===== config.mk =====
export PLATFORM = sky130hd
export DESIGN_NAME = complex_addsub_issue
export DESIGN_NICKNAME = d
export VERILOG_FILES = /design/src/rtl/complex_addsub_issue_pkg.sv /design/src/rtl/complex_addsub_issue_fifo.sv /design/src/rtl/complex_addsub_issue.sv
export SDC_FILE = /design/constraint.sdc
export NUM_CORES = 1
export LEC_CHECK = 0
export ABC_AREA = 1
export CORE_UTILIZATION = 40
export DETAILED_ROUTE_END_ITERATION = 16
export GPL_TIMING_DRIVEN = 0
export PLACE_DENSITY = 0.71
export REMOVE_ABC_BUFFERS = 1
export SLEW_MARGIN = 20
export SYNTH_ARGS = -nofsm -noshare
export SYNTH_HDL_FRONTEND = slang
export SYNTH_SLANG_ARGS = --single-unit
export TNS_END_PERCENT = 10

===== constraint.sdc =====
create_clock -name clk -period 9.3 [get_ports clk]
set_clock_uncertainty 0.2 [all_clocks]
set_input_delay 1.86 -clock clk [delete_from_list [all_inputs] [get_ports clk]]
set_output_delay 1.86 -clock clk [all_outputs]
set_load 0.01 [all_outputs]

===== src/rtl/complex_addsub_issue_pkg.sv =====
// Shared definitions for the complex add/sub issue block: complex word layout and op encoding.
package complex_addsub_issue_pkg;

  localparam int CPLX_W = 64;
  localparam int RE_MSB = 63;
  localparam int RE_LSB = 32;
  localparam int IM_MSB = 31;
  localparam int IM_LSB = 0;

  localparam logic OP_ADD = 1'b1;
  localparam logic OP_SUB = 1'b0;

  // Real part in the upper half, imaginary part in the lower half.
  typedef struct packed {
    logic [RE_MSB-RE_LSB:0] re;
    logic [IM_MSB-IM_LSB:0] im;
  } cplx_t;

  typedef struct packed {
    cplx_t a;
    cplx_t b;
    logic  op;
  } cplx_op_t;

endpackage


===== src/rtl/complex_addsub_issue_fifo.sv =====
// Operand FIFO for the issue block: circular buffer with head always visible on o_rdata.
module cplx_op_fifo #(
  parameter int DEPTH = 4,
  parameter int W     = 133
) (
  input  logic                     clk,
  input  logic                     rst_n,
  input  logic                     i_push,
  input  logic                     i_pop,
  input  logic [W-1:0]             i_wdata,
  output logic [W-1:0]             o_rdata,
  output logic [$clog2(DEPTH):0]   o_count,
  output logic                     o_empty
);

  localparam int AW   = $clog2(DEPTH);
  localparam int CNTW = AW + 1;

  logic [W-1:0]    r_mem [DEPTH];
  logic [AW-1:0]   r_wr_ptr;
  logic [AW-1:0]   r_rd_ptr;
  logic [CNTW-1:0] r_count;

  // Storage array; no reset so it maps onto plain RAM.
  always_ff @(posedge clk) begin
    if (i_push) begin
      r_mem[r_wr_ptr] <= i_wdata;
    end
  end

  // Pointers and occupancy; power-of-two depth makes pointer wrap free.
  always_ff @(posedge clk or negedge rst_n) begin
    if (!rst_n) begin
      r_wr_ptr <= '0;
      r_rd_ptr <= '0;
      r_count  <= '0;
    end else begin
      if (i_push) begin
        r_wr_ptr <= r_wr_ptr + AW'(1);
      end
      if (i_pop) begin
        r_rd_ptr <= r_rd_ptr + AW'(1);
      end
      case ({i_push, i_pop})
        2'b10:   r_count <= r_count + CNTW'(1);
        2'b01:   r_count <= r_count - CNTW'(1);
        default: r_count <= r_count;
      endcase
    end
  end

  assign o_rdata = r_mem[r_rd_ptr];
  assign o_count = r_count;
  assign o_empty = (r_count == CNTW'(0));

endmodule


===== src/rtl/complex_addsub_issue.sv =====
// Issue/tracking control for an external complex adder-subtractor: queues operations,
// feeds the arithmetic pipe and follows each op's tag through it, stalling on output backpressure.
module complex_addsub_issue
  import complex_addsub_issue_pkg::*;
#(
  parameter int DEPTH   = 4,
  parameter int LATENCY = 3,
  parameter int TAGW    = 4
) (
  input  logic                   clk,
  input  logic                   rst_n,
  input  logic                   in_valid,
  output logic                   in_ready,
  input  logic [CPLX_W-1:0]      in_a,
  input  logic [CPLX_W-1:0]      in_b,
  input  logic                   in_op,
  input  logic [TAGW-1:0]        in_tag,
  output logic [CPLX_W-1:0]      issue_a,
  output logic [CPLX_W-1:0]      issue_b,
  output logic                   issue_op,
  output logic                   issue_ce,
  input  logic [CPLX_W-1:0]      res_data,
  output logic                   out_valid,
  input  logic                   out_ready,
  output logic [CPLX_W-1:0]      out_data,
  output logic [TAGW-1:0]        out_tag,
  output logic [$clog2(DEPTH):0] fifo_count
);

  localparam int CNTW    = $clog2(DEPTH) + 1;
  localparam int ENTRY_W = $bits(cplx_op_t) + TAGW;

  typedef struct packed {
    cplx_op_t        cop;
    logic [TAGW-1:0] tag;
  } entry_t;

  entry_t          w_wentry;
  entry_t          w_head;
  logic [CNTW-1:0] w_count;
  logic            w_empty;
  logic            w_push;
  logic            w_pop;
  logic            w_ce;

  logic [LATENCY-1:0] r_vld;
  logic [TAGW-1:0]    r_tag [LATENCY];

  assign w_wentry = '{cop: '{a: in_a, b: in_b, op: in_op}, tag: in_tag};

  assign in_ready = (w_count < CNTW'(DEPTH));
  assign w_push   = in_valid & in_ready;
  // The arithmetic pipe freezes only when a finished result is being held back.
  assign w_ce     = ~(r_vld[LATENCY-1] & ~out_ready);
  assign w_pop    = w_ce & ~w_empty;

  cplx_op_fifo #(
    .DEPTH (DEPTH),
    .W     (ENTRY_W)
  ) u_fifo (
    .clk     (clk),
    .rst_n   (rst_n),
    .i_push  (w_push),
    .i_pop   (w_pop),
    .i_wdata (w_wentry),
    .o_rdata (w_head),
    .o_count (w_count),
    .o_empty (w_empty)
  );

  // Valid/tag shadow of the arithmetic pipe, advancing in lock-step with issue_ce.
  always_ff @(posedge clk or negedge rst_n) begin
    if (!rst_n) begin
      r_vld <= '0;
      for (int i = 0; i < LATENCY; i++) begin
        r_tag[i] <= '0;
      end
    end else if (w_ce) begin
      r_vld[0] <= ~w_empty;
      r_tag[0] <= w_head.tag;
      for (int i = 1; i < LATENCY; i++) begin
        r_vld[i] <= r_vld[i-1];
        r_tag[i] <= r_tag[i-1];
      end
    end else begin
      r_vld <= r_vld;
    end
  end

  assign issue_a    = w_head.cop.a;
  assign issue_b    = w_head.cop.b;
  assign issue_op   = w_head.cop.op;
  assign issue_ce   = w_ce;
  assign out_valid  = r_vld[LATENCY-1];
  assign out_tag    = r_tag[LATENCY-1];
  assign out_data   = res_data;
  assign fifo_count = w_count;

endmodule


==> impl_summary.txt, run 1 <==
----------------------------------------------------
[Run status]
  Result of the run ... complete, no violations

[Synthesis]
  Top cells by area, synth ... sky130_fd_sc_hd__edfxtp_1 72%, sky130_fd_sc_hd__buf_4 6.8%, sky130_fd_sc_hd__o21ai_0 6.0%
  Cell count after synthesis ... 1613
  Post-synthesis register bit count ... 554
  Post-Syn Area ... 22200 µm²
  Number of synthesis warnings ... 0
  Proportion of synthesized chip area in sequential cells ... 74.5%
  Mean Syn Cell Area ... 13.8 µm²
  Cell type with the largest total area after synthesis ... sky130_fd_sc_hd__edfxtp_1
  Share of the synthesized area in the top cell type ... 72.0%
  Distinct cell type count of the synthesized netlist ... 23

[Worst hold path]
  Min-delay worst type ... reg2reg

[Detailed routing]
  Via density ... 5.20
  Drt drc ... 0
  WL final ... 55.5 mm
  Wirelength per Cell ... 22.3 µm
  Number of DRC markers after the initial detailed-route iteration ... 1099
  Length of the first detailed-routing pass in iterations ... 5
  Via count ... 13000
  Post-DRT Antenna Nets ... 0

[Clock tree]
  CTS tree ... done
  Max clock buf depth ... 3
  CTS buffer count ... 57
  Clock sink count ... 554
  Clock latency on the worst-skew pair ... 0.60 ns
  Total number of H-tree levels ... 2
  Hold-fix buffers, CTS ... 0
  Clock Tree Root ... sky130_fd_sc_hd__clkbuf_16
  Clock Pin Slew Worst Setup and Hold Paths ... 0.06 ns
  Cts repair resizes ... 0
  Setup bufs post-CTS ... 0

[Global route]
  Wire length of the first global-routing pass ... 81.1 mm
  Total routing usage reported by global routing ... 19.3%
  Number of global-route vias before repair ... 12700
  Initial antenna violation count ... 6
  Pin count of the biggest net entering global routing ... 97
  Global route overflow ... 0

[Placed design]
  Post-DP Area ... 25000 µm²
  DP Cell Count ... 2383
  Global placement routability congestion ... 0.698
  Total of buffers placed on input and output ports ... 275
  Sum of net half-perimeters after detailed placement ... 35.5 mm

[Power and ir drop]
  Switching power share of the total ... 32.9%
  Switching pwr ... 2.85 mW
  Fraction of power consumed by combinational cells ... 36.7%
  Sequential share of power ... 37.7%
  Power Internal ... 5.82 mW
  Portion of total power attributed to the clock network ... 25.6%
  Static Leakage ... 8.89 nW
  Total power per unit cell area ... 324 nW/µm²
  IR Drop Worst-Case VDD ... 0.000215 V

[Floorplanning]
  Die X-Extent ... 238 µm
  Row cnt ... 85
  Die footprint ... 56400 µm²
  Die boundary height ... 238 µm
  Effective utilization at floorplan ... 40.8%
  I/O Pins ... 404
  Core area ... 54300 µm²

[Setup path]
  Crit-path max FO ... 18
  Startpoint Class ... input pin
  Type of the worst setup path ... in2out
  Critical Path End Type ... output pin
  CP Data Required Time ... 7.24 ns
  Data arrival time of the critical path ... 3.45 ns

[Timing]
  Number of slew-limit violations in the final report ... 0
  Tmin final ... 5.51 ns
  Final critical-path share of the clock period ... 59.2%
  Hold Vio Cnt, Final ... 0
  Worst slew margin ... 57.2%
  Unrepaired setup endpoints after global routing ... false
  Post-Route Setup TNS ... 0 ns
  Total setup violations reported at the end of the flow ... 0
  Highest Clock Rate ... 0.182 GHz
  Slew at the pin closest to its max-slew limit ... 0.641 ns

[Finish]
  Layout cells sized above 1 ... 7.60%
  Number of nets at the end of the flow ... 1910
  Area delta synth->final ... 20.8%
  Finished layout cell area ... 26800 µm²
  Antenna diode instance count ... 0
  Post-route insts no fill ... 2490

[Run]
  Number of max-capacitance violations reported ... 0

----------------------------------------------------
-- cells by family after synthesis --
group                      share of synthesized area [%]
AOI/OAI and AO/OA                                   9.66
xor gates and xnor gates                           0.197
adders and majority gates                          0.372
buffers and inverters                               9.61
DFF                                                 74.5
and+or+nand+nor                                     5.67
-- critical path, stage by stage --
cell and delay, ns:
sky130_fd_sc_hd__clkdlybuf4s50_1 0.45, sky130_fd_sc_hd__inv_1 0.04, sky130_fd_sc_hd__nand2_1 0.44, sky130_fd_sc_hd__clkdlybuf4s50_1 0.65
-- layout by cell type (no fill, tap or decap) --
cell / instances
sky130_fd_sc_hd__o21ai_0: 264
sky130_fd_sc_hd__xor2_1: 3
sky130_fd_sc_hd__buf_16: 31
sky130_fd_sc_hd__inv_1: 34
sky130_fd_sc_hd__clkinv_1: 12
sky130_fd_sc_hd__nand2_1: 59
sky130_fd_sc_hd__buf_12: 10
sky130_fd_sc_hd__bufinv_16: 5
sky130_fd_sc_hd__fa_1: 1
sky130_fd_sc_hd__dfrtp_4: 2
sky130_fd_sc_hd__inv_6: 2
sky130_fd_sc_hd__clkinvlp_4: 2
sky130_fd_sc_hd__nand3_1: 10
sky130_fd_sc_hd__nor2_1: 259
sky130_fd_sc_hd__clkinv_2: 13
sky130_fd_sc_hd__buf_2: 1
sky130_fd_sc_hd__clkbuf_16: 59
sky130_fd_sc_hd__xnor2_1: 2
sky130_fd_sc_hd__nor2_4: 4
sky130_fd_sc_hd__o21ai_2: 1
sky130_fd_sc_hd__ha_1: 5
sky130_fd_sc_hd__a21oi_1: 1
sky130_fd_sc_hd__edfxtp_1: 532
sky130_fd_sc_hd__clkbuf_1: 13
sky130_fd_sc_hd__clkdlybuf4s50_1: 274
sky130_fd_sc_hd__o22ai_1: 129
sky130_fd_sc_hd__inv_8: 3
sky130_fd_sc_hd__dfrtp_1: 20
-- power groups by stage --
| stage | Sequential [mW] | Combinational (mW) | Clock, mW |
|---|---|---|---|
| floorplan | 3.46 | 1.32 | 0 |
| global placement | 3.67 | 2.76 | 0 |
| detailed placement | 3.32 | 3.19 | 0 |
| CTS | 3.27 | 3.22 | 2.28 |
| global route | 3.30 | 3.43 | 2.37 |
| finish | 3.27 | 3.18 | 2.22 |
-- through the flow --
stage               hold WS [ns]  power (mW)  utilization (%)  setup WS, ns
finish                     0.282        8.67             49.3          3.79
CTS                        0.289        8.77             49.3          3.73
global placement           0.236        6.44             43.9         -9.11
global route               0.290        9.09             49.3          3.60
detailed placement         0.239        6.51             45.9          3.80
floorplan                  0.220        4.78                -        -0.558
-- final cells by class --
| class | instances | area, µm² |
|---|---|---|
| Multi-Input combinational cell | 738 | 3560 |
| Timing Repair Buffer | 316 | 3800 |
| Clock inverter | 35 | 304 |
| Tap cell | 739 | 925 |
| Sequential cell | 554 | 16500 |
| Fill cell | 4475 | 27600 |
| Inverter | 36 | 150 |
| Clock buffer | 72 | 1530 |
-- flip-flops by register name (all words and copies together), names as in the netlist --
signal and count:
u_fifo.o_count 3, u_fifo.r_rd_ptr 2, u_fifo.r_wr_ptr 2, out_tag 4, r_tag 8, r_vld 3, u_fifo.r_mem 532
-- routing by layer --
metal  vias up  global-route usage [%]  part of all wire [%]
met5         -                    5.63                  0.96
met4        20                    5.10                   2.0
met3       112                    10.8                    13
met2       548                    28.7                    45
met1      6410                    23.7                    40
li1       5864                       -                     -
-- cell usage after synthesis --
cell / instances
sky130_fd_sc_hd__xnor2_1: 2
sky130_fd_sc_hd__inv_2: 2
sky130_fd_sc_hd__nor2_1: 263
sky130_fd_sc_hd__clkbuf_2: 7
sky130_fd_sc_hd__o21ai_2: 1
sky130_fd_sc_hd__inv_1: 34
sky130_fd_sc_hd__clkbuf_8: 6
sky130_fd_sc_hd__dfrtp_1: 22
sky130_fd_sc_hd__buf_4: 202
sky130_fd_sc_hd__fa_1: 1
sky130_fd_sc_hd__buf_2: 23
sky130_fd_sc_hd__buf_1: 1
sky130_fd_sc_hd__buf_6: 8
sky130_fd_sc_hd__clkbuf_1: 37
sky130_fd_sc_hd__ha_1: 5
sky130_fd_sc_hd__a21oi_1: 1
sky130_fd_sc_hd__buf_8: 1
sky130_fd_sc_hd__edfxtp_1: 532
sky130_fd_sc_hd__nand2_1: 59
sky130_fd_sc_hd__xor2_1: 3
sky130_fd_sc_hd__o21ai_0: 264
sky130_fd_sc_hd__o22ai_1: 129
sky130_fd_sc_hd__nand3_1: 10
-- path summary, 6_finish.rpt --
path,start,to,slack [ns],depth (start not counted)
worst max-delay path,out_ready,issue_ce,3.79,4
max in group asynchronous,rst_n,u_fifo.r_rd_ptr[1],7.48,1
worst max register to register,u_fifo.o_count[2],u_fifo.r_mem[2][31],6.65,7
min in group asynchronous,rst_n,u_fifo.o_count[1],1.03,1
worst min-delay path,out_tag[3],out_tag[3],0.28,2
worst min register to register,out_tag[3],out_tag[3],0.28,2
Power figures use the tool's default switching activity.
==> run 2: changes to the inputs <==
--- a/config.mk
+++ b/config.mk
@@ -9,7 +9,7 @@
 export CORE_UTILIZATION = 40
 export DETAILED_ROUTE_END_ITERATION = 16
 export GPL_TIMING_DRIVEN = 0
-export PLACE_DENSITY = 0.71
+export PLACE_DENSITY = 0.73
 export REMOVE_ABC_BUFFERS = 1
 export SLEW_MARGIN = 20
 export SYNTH_ARGS = -nofsm -noshare
==> constraint.sdc (replaced) <==
create_clock -name clk -period 4.45 [get_ports clk]
set_clock_uncertainty 0.2 [all_clocks]
set_input_delay 0.89 -clock clk [delete_from_list [all_inputs] [get_ports clk]]
set_output_delay 0.89 -clock clk [all_outputs]
set_load 0.01 [all_outputs]
==> impl_summary.txt, run 2 (synthesized netlist as in run 1, its figures left out) <==
----------------------------------------------------
[Run status]
  Result of the run ... complete, no violations (unchanged)

[Detailed routing]
  WL final ... 56.1 mm (was 55.5 mm)
  Post-DRT Antenna Nets ... 0 (unchanged)
  Wirelength per Cell ... 22.6 µm (was 22.3 µm)
  Drt drc ... 0 (unchanged)
  Via count ... 13100 (was 13000)
  Number of DRC markers after the initial detailed-route iteration ... 1128 (was 1099)
  Length of the first detailed-routing pass in iterations ... 6 (was 5)
  Via density ... 5.29 (was 5.20)

[Setup path]
  Startpoint Class ... flop (was input pin)
  Beginning of the worst register-to-register path ... u_fifo.o_count[2] (unchanged)
  Type of the worst setup path ... reg2out (was in2out)
  Crit-path max FO ... 126 (was 18)
  Data arrival time of the critical path ... 3.17 ns (was 3.45 ns)
  Critical path launch point ... u_fifo.r_rd_ptr[0] (was out_ready)
  CP Data Required Time ... 3.36 ns (was 7.24 ns)
  Critical Path End Type ... output pin (unchanged)

[Finish]
  Area delta synth->final ... 20.5% (was 20.8%)
  Most frequent standard cell in the layout excluding fill and tap cells ... sky130_fd_sc_hd__edfxtp_1 (unchanged)
  Layout cells sized above 1 ... 8.08% (was 7.60%)
  Max reg flops ... 532 (unchanged)
  End-of-flow core utilization ... 49.2% (was 49.3%)
  Most frequent cells in the layout ... 532 x sky130_fd_sc_hd__edfxtp_1, 274 x sky130_fd_sc_hd__clkdlybuf4s50_1, 264 x sky130_fd_sc_hd__o21ai_0 (unchanged)
  Antenna diode instance count ... 0 (unchanged)
  Register containing the most flip-flops in the final layout ... u_fifo.r_mem (unchanged)
  Number of nets at the end of the flow ... 1906 (was 1910)

[Clock tree]
  Clock Tree Root ... sky130_fd_sc_hd__clkbuf_16 (unchanged)
  Total number of H-tree levels ... 2 (unchanged)
  Max clock buf depth ... 3 (unchanged)
  CTS tree ... done (unchanged)
  Clock latency on the worst-skew pair ... 0.59 ns (was 0.60 ns)
  Hold-fix buffers, CTS ... 0 (unchanged)
  Clock sink count ... 554 (unchanged)
  CTS buffer count ... 57 (unchanged)
  Clock Pin Slew Worst Setup and Hold Paths ... 0.06 ns (about the same)

[Timing]
  Total setup violations reported at the end of the flow ... 0 (unchanged)
  Hold Vio Cnt, Final ... 0 (unchanged)
  Number of slew-limit violations in the final report ... 0 (unchanged)
  Worst slew margin ... 46.4% (was 57.2%)
  Slew at the pin closest to its max-slew limit ... 0.802 ns (was 0.641 ns)
  Post-Route Setup TNS ... 0 ns (unchanged)
  Final critical-path share of the clock period ... 95.8%
  Unrepaired setup endpoints after global routing ... false (unchanged)
  Tmin final ... 4.26 ns
  Setup slack of the critical path after layout ... 0.188 ns (was 3.79 ns)
  Highest Clock Rate ... 0.235 GHz

[Global route]
  Number of global-route vias before repair ... 13100 (was 12700)
  Total routing usage reported by global routing ... 19.4% (was 19.3%)
  Global route overflow ... 0 (unchanged)
  Pin count of the biggest net entering global routing ... 127 (was 97)
  Wire length of the first global-routing pass ... 81.6 mm (was 81.1 mm)
  Initial antenna violation count ... 2 (was 6)

[Floorplanning]
  Die X-Extent ... 238 µm (unchanged)
  I/O Pins ... 404 (unchanged)
  Core area ... 54300 µm² (unchanged)
  Die boundary height ... 238 µm (unchanged)
  Effective utilization at floorplan ... 40.8% (unchanged)
  Die footprint ... 56400 µm² (unchanged)
  Row cnt ... 85 (unchanged)

[Power and ir drop]
  Portion of total power attributed to the clock network ... 26.9% (was 25.6%)
  Fraction of power consumed by combinational cells ... 35.8% (was 36.7%)
  Sequential share of power ... 37.3% (was 37.7%)
  Static Leakage ... 8.85 nW (was 8.89 nW)
  Switching pwr ... 6.04 mW (was 2.85 mW)
  IR Drop Worst-Case VDD ... 0.000717 V (was 0.000215 V)
  Switching power share of the total ... 32.9% (about the same)
  Total power per unit cell area ... 687 nW/µm² (was 324 nW/µm²)
  Power Internal ... 12.3 mW (was 5.82 mW)

[Placed design]
  Pre-CTS setup slack ... 0.612 ns (was 3.80 ns)
  Sum of net half-perimeters after detailed placement ... 34.2 mm (was 35.5 mm)
  Global placement routability congestion ... 0.712 (was 0.698)
  Total of buffers placed on input and output ports ... 275 (unchanged)

[Worst hold path]
  Min-delay worst type ... in2async (was reg2reg)

[Run]
  Number of max-capacitance violations reported ... 0 (unchanged)

----------------------------------------------------
==> run 2: changes by cell type in the layout (fill, tap and decap cells not counted), moves of 2 or more <==
cell	change
sky130_fd_sc_hd__buf_12	+8
sky130_fd_sc_hd__buf_16	-14
sky130_fd_sc_hd__buf_8	+2
sky130_fd_sc_hd__bufinv_16	+3
sky130_fd_sc_hd__clkbuf_1	-5
sky130_fd_sc_hd__clkbuf_8	+3
sky130_fd_sc_hd__clkinv_1	-9
sky130_fd_sc_hd__clkinv_2	-4
sky130_fd_sc_hd__clkinv_4	+2
sky130_fd_sc_hd__clkinvlp_4	+7
==> run 2: final timing paths <==
kind                                             to  slack, ns  depth (start not counted)
worst min register to register             r_vld[2]       0.27                          2
worst min-delay path                       r_tag[8]       0.06                          1
min in group clk                           r_vld[2]       0.27                          2
max in group asynchronous        u_fifo.r_rd_ptr[1]       3.61                          1
worst max-delay path                     issue_a[9]       0.19                          5
worst max register to register  u_fifo.r_mem[2][27]       1.66                          6
==> run 2: layout make-up <==
| cell class | count | area (µm²) |
|---|---|---|
| clock buffers | 70 | 1550 |
| clock inverters | 35 | 417 |
| fillers | 4477 | 27600 |
| inverters | 36 | 155 |
| multi-input cells | 738 | 3560 |
| flip-flops and latches | 554 | 16500 |
| well taps | 739 | 925 |
| repair buffers | 312 | 3610 |
==> run 2: repair_timing <==
action                                 4_1_cts  5_1_grt
endpoints found under the hold margin        0        0
buffers inserted                             0        1
gates resized for setup                      1        0
setup endpoints to repair                   10        6
==> run 2: power groups by stage <==
stage                     Combinational [mW]  Clock, mW  Sequential [mW]
after floorplan                         2.77          0             7.23
after global placement                  5.06          0             7.55
after detailed placement                6.51          0             6.97
after CTS                               6.58       5.04             6.87
after global routing                    7.08       5.23             6.91
final                                   6.59       4.95             6.85
==> run 2: per-layer routing <==
metal	vias up	routed length (µm)	global-route usage, %	share of wire, %
met5	-	451	5.54	0.80
met4	12	1340	6.00	2.4
met3	117	7210	10.5	13
met2	585	25900	29.7	46
met1	6581	21100	22.8	38
li1	5843	-	-	-
==> run 2: critical path, cell delays in order, from the launching register on <==
cell                              delay (ns)
sky130_fd_sc_hd__dfrtp_4                0.72
sky130_fd_sc_hd__inv_8                  0.29
sky130_fd_sc_hd__buf_16                 0.32
sky130_fd_sc_hd__o21ai_0                0.24
sky130_fd_sc_hd__o22ai_1                0.18
sky130_fd_sc_hd__clkdlybuf4s50_1        0.58
==> run 2: metrics by stage <==
stage	cell area (µm²)	power (mW)	hold slack (ns)	cells
6_report	26700	18.4	0.0570	2484
5_1_grt	26700	19.2	0.0784	2484
4_1_cts	26700	18.5	0.275	2483
3_5_place_dp	24700	13.5	0.260	2378
3_3_place_gp	23900	12.6	0.230	2342
2_1_floorplan	20200	9.99	0.220	1328
==> run 3: changes to the inputs <==
--- a/config.mk
+++ b/config.mk
@@ -6,6 +6,7 @@
 export NUM_CORES = 1
 export LEC_CHECK = 0
 export ABC_AREA = 1
+export CORE_MARGIN = 4
 export CORE_UTILIZATION = 40
 export DETAILED_ROUTE_END_ITERATION = 16
 export GPL_TIMING_DRIVEN = 0
==> impl_summary.txt, run 3 (synthesized netlist as in run 1, its figures left out) <==
----------------------------------------------------
[Clock tree]
  Clock Pin Slew Worst Setup and Hold Paths ... 0.06 ns (about the same)
  CTS tree ... done (unchanged)
  Max clock buf depth ... 3 (unchanged)
  Total number of H-tree levels ... 2 (unchanged)
  CTS buffer count ... 58 (was 57)
  Clock sink count ... 554 (unchanged)
  Clock latency on the worst-skew pair ... 0.59 ns (about the same)
  Hold-fix buffers, CTS ... 0 (unchanged)
  Clock Tree Root ... sky130_fd_sc_hd__clkbuf_16 (unchanged)

[Global route]
  Total routing usage reported by global routing ... 18.0% (was 19.4%)
  Pin count of the biggest net entering global routing ... 137 (was 127)
  Fraction of met1 tracks used by global routing ... 22.2% (was 22.8%)
  Global route overflow ... 0 (unchanged)
  Met3 Track Usage GR ... 8.13% (was 10.5%)
  Initial antenna violation count ... 4 (was 2)
  Met2 Resource Use GR ... 28.7% (was 29.7%)
  Number of global-route vias before repair ... 13200 (was 13100)
  Most used routing layer in global routing ... met2 (unchanged)
  Wire length of the first global-routing pass ... 81.5 mm (was 81.6 mm)

[Setup path]
  Type of the worst setup path ... reg2out (unchanged)
  Startpoint Class ... flop (unchanged)
  Setup slack, reg-to-reg ... 1.66 ns (about the same)
  Beginning of the worst register-to-register path ... u_fifo.o_count[2] (unchanged)
  Worst r2r dst ... u_fifo.r_mem[0][94] (was u_fifo.r_mem[2][27])
  Capture point of the worst path ... issue_a[45] (was issue_a[9])
  Critical path launch point ... u_fifo.r_rd_ptr[0] (unchanged)
  Crit-path max FO ... 70 (was 126)
  Critical Path End Type ... output pin (unchanged)
  Data arrival time of the critical path ... 3.22 ns (was 3.17 ns)
  CP Data Required Time ... 3.36 ns (about the same)
  Depth of the most critical reg-to-reg path ... 6 (unchanged)

[Finish]
  Layout cells sized above 1 ... 7.22% (was 8.08%)
  Register containing the most flip-flops in the final layout ... u_fifo.r_mem (unchanged)
  Max reg flops ... 532 (unchanged)
  Fill cell count ... 4555 (was 4477)
  Most frequent cells in the layout ... 532 x sky130_fd_sc_hd__edfxtp_1, 267 x sky130_fd_sc_hd__clkdlybuf4s50_1, 264 x sky130_fd_sc_hd__o21ai_0 (was 532 x sky130_fd_sc_hd__edfxtp_1, 274 x sky130_fd_sc_hd__clkdlybuf4s50_1, 264 x sky130_fd_sc_hd__o21ai_0)
  Area delta synth->final ... 20.4% (was 20.5%)
  Post-route insts no fill ... 2495 (was 2484)
  End-of-flow core utilization ... 48.6% (was 49.2%)
  Finished layout cell area ... 26700 µm² (about the same)
  Most frequent standard cell in the layout excluding fill and tap cells ... sky130_fd_sc_hd__edfxtp_1 (unchanged)
  Number of nets at the end of the flow ... 1907 (was 1906)

[Timing]
  Post-Route Hold Slack ... 0.0510 ns (was 0.0570 ns)
  Worst slew margin ... 50.2% (was 46.4%)
  Hold Vio Cnt, Final ... 0 (unchanged)
  Slew at the pin closest to its max-slew limit ... 0.746 ns (was 0.802 ns)
  Post-Route Setup TNS ... 0 ns (unchanged)
  Setup slack of the critical path after layout ... 0.139 ns (was 0.188 ns)
  Number of slew-limit violations in the final report ... 0 (unchanged)
  Highest Clock Rate ... 0.232 GHz (was 0.235 GHz)
  Total setup violations reported at the end of the flow ... 0 (unchanged)
  Unrepaired setup endpoints after global routing ... true (was false)
  Final critical-path share of the clock period ... 96.9% (was 95.8%)
  Tmin final ... 4.31 ns (was 4.26 ns)

[Placed design]
  Sum of net half-perimeters after detailed placement ... 34.1 mm (was 34.2 mm)
  Pre-CTS setup slack ... 0.559 ns (was 0.612 ns)
  DP Cell Count ... 2386 (was 2378)
  Post-DP Area ... 24700 µm² (about the same)
  Global placement routability congestion ... 0.711 (was 0.712)
  Total of buffers placed on input and output ports ... 275 (unchanged)

[Detailed routing]
  Wirelength per Cell ... 22.1 µm (was 22.6 µm)
  Via density ... 5.21 (was 5.29)
  Post-DRT Antenna Nets ... 0 (unchanged)
  Length of the first detailed-routing pass in iterations ... 5 (was 6)
  Via count ... 13000 (was 13100)
  Drt drc ... 0 (unchanged)
  WL final ... 55.2 mm (was 56.1 mm)
  Number of DRC markers after the initial detailed-route iteration ... 972 (was 1128)

[Worst hold path]
  Min-delay worst type ... in2async (unchanged)

[Run status]
  Result of the run ... complete, no violations (unchanged)

[Floorplanning]
  Die boundary height ... 244 µm (was 238 µm)
  I/O Pins ... 404 (unchanged)
  Die X-Extent ... 244 µm (was 238 µm)
  Core area ... 55000 µm² (was 54300 µm²)
  Die footprint ... 59300 µm² (was 56400 µm²)
  Effective utilization at floorplan ... 40.3% (was 40.8%)
  Row cnt ... 86 (was 85)

[Run]
  Number of max-capacitance violations reported ... 0 (unchanged)

[Power and ir drop]
  IR Drop Worst-Case VDD ... 0.000462 V (was 0.000717 V)
  Static Leakage ... 8.91 nW (was 8.85 nW)
  Power Total ... 18.3 mW (was 18.4 mW)
  Total power per unit cell area ... 684 nW/µm² (was 687 nW/µm²)

----------------------------------------------------
-- run 3: worst min path at each step --
stage	startpoint	endpoint	slack (ns)
2_1_floorplan	r_vld[1]	r_vld[2]	0.22
3_3_place_gp	r_vld[1]	r_vld[2]	0.23
3_5_place_dp	r_vld[1]	r_vld[2]	0.26
4_1_cts	r_vld[1]	r_vld[2]	0.27
5_1_grt	rst_n	r_tag[11]	0.06
6_report	rst_n	u_fifo.o_count[2]	0.05
-- run 3: what timing repair did --
item / 4_1_cts / 5_1_grt
endpoints found under the setup margin: 32 / 45
buffers inserted: 1 / 0
resized for setup: 0 / 8
gates cloned: 1 / 0
-- run 3: cell type report --
cell class / count / area [µm²] / area share (%)
antenna: 1 / 2.50 / 0.00937
clock buffer: 71 / 1520 / 5.69
clock inverter: 35 / 384 / 1.44
inverter: 36 / 155 / 0.581
multi-input combinational: 738 / 3560 / 13.3
sequential: 554 / 16500 / 61.9
tap: 748 / 936 / 3.50
timing repair buffer: 312 / 3630 / 13.6
-- run 3: report_power, final --
| part | leakage, nW | total [mW] | switching [mW] | internal [mW] |
|---|---|---|---|---|
| combinational | 2.90 | 6.59 | 3.71 | 2.88 |
| sequential | 5.09 | 6.86 | 0.329 | 6.53 |
| clock | 0.922 | 4.84 | 1.95 | 2.89 |
-- run 3: critical path, stage by stage (launching register included) --
cell	delay [ns]
sky130_fd_sc_hd__dfrtp_4	0.90
sky130_fd_sc_hd__buf_16	0.33
sky130_fd_sc_hd__buf_16	0.29
sky130_fd_sc_hd__o21ai_0	0.14
sky130_fd_sc_hd__o22ai_1	0.27
sky130_fd_sc_hd__clkdlybuf4s50_1	0.60
-- run 3: routing by layer --
| layer | part of all wire (%) | vias to the layer above | wire length [µm] |
|---|---|---|---|
| li1 | - | 5855 | - |
| met1 | 39 | 6498 | 21800 |
| met2 | 47 | 529 | 25800 |
| met3 | 11 | 94 | 6180 |
| met4 | 2.2 | 12 | 1190 |
| met5 | 0.53 | - | 294 |
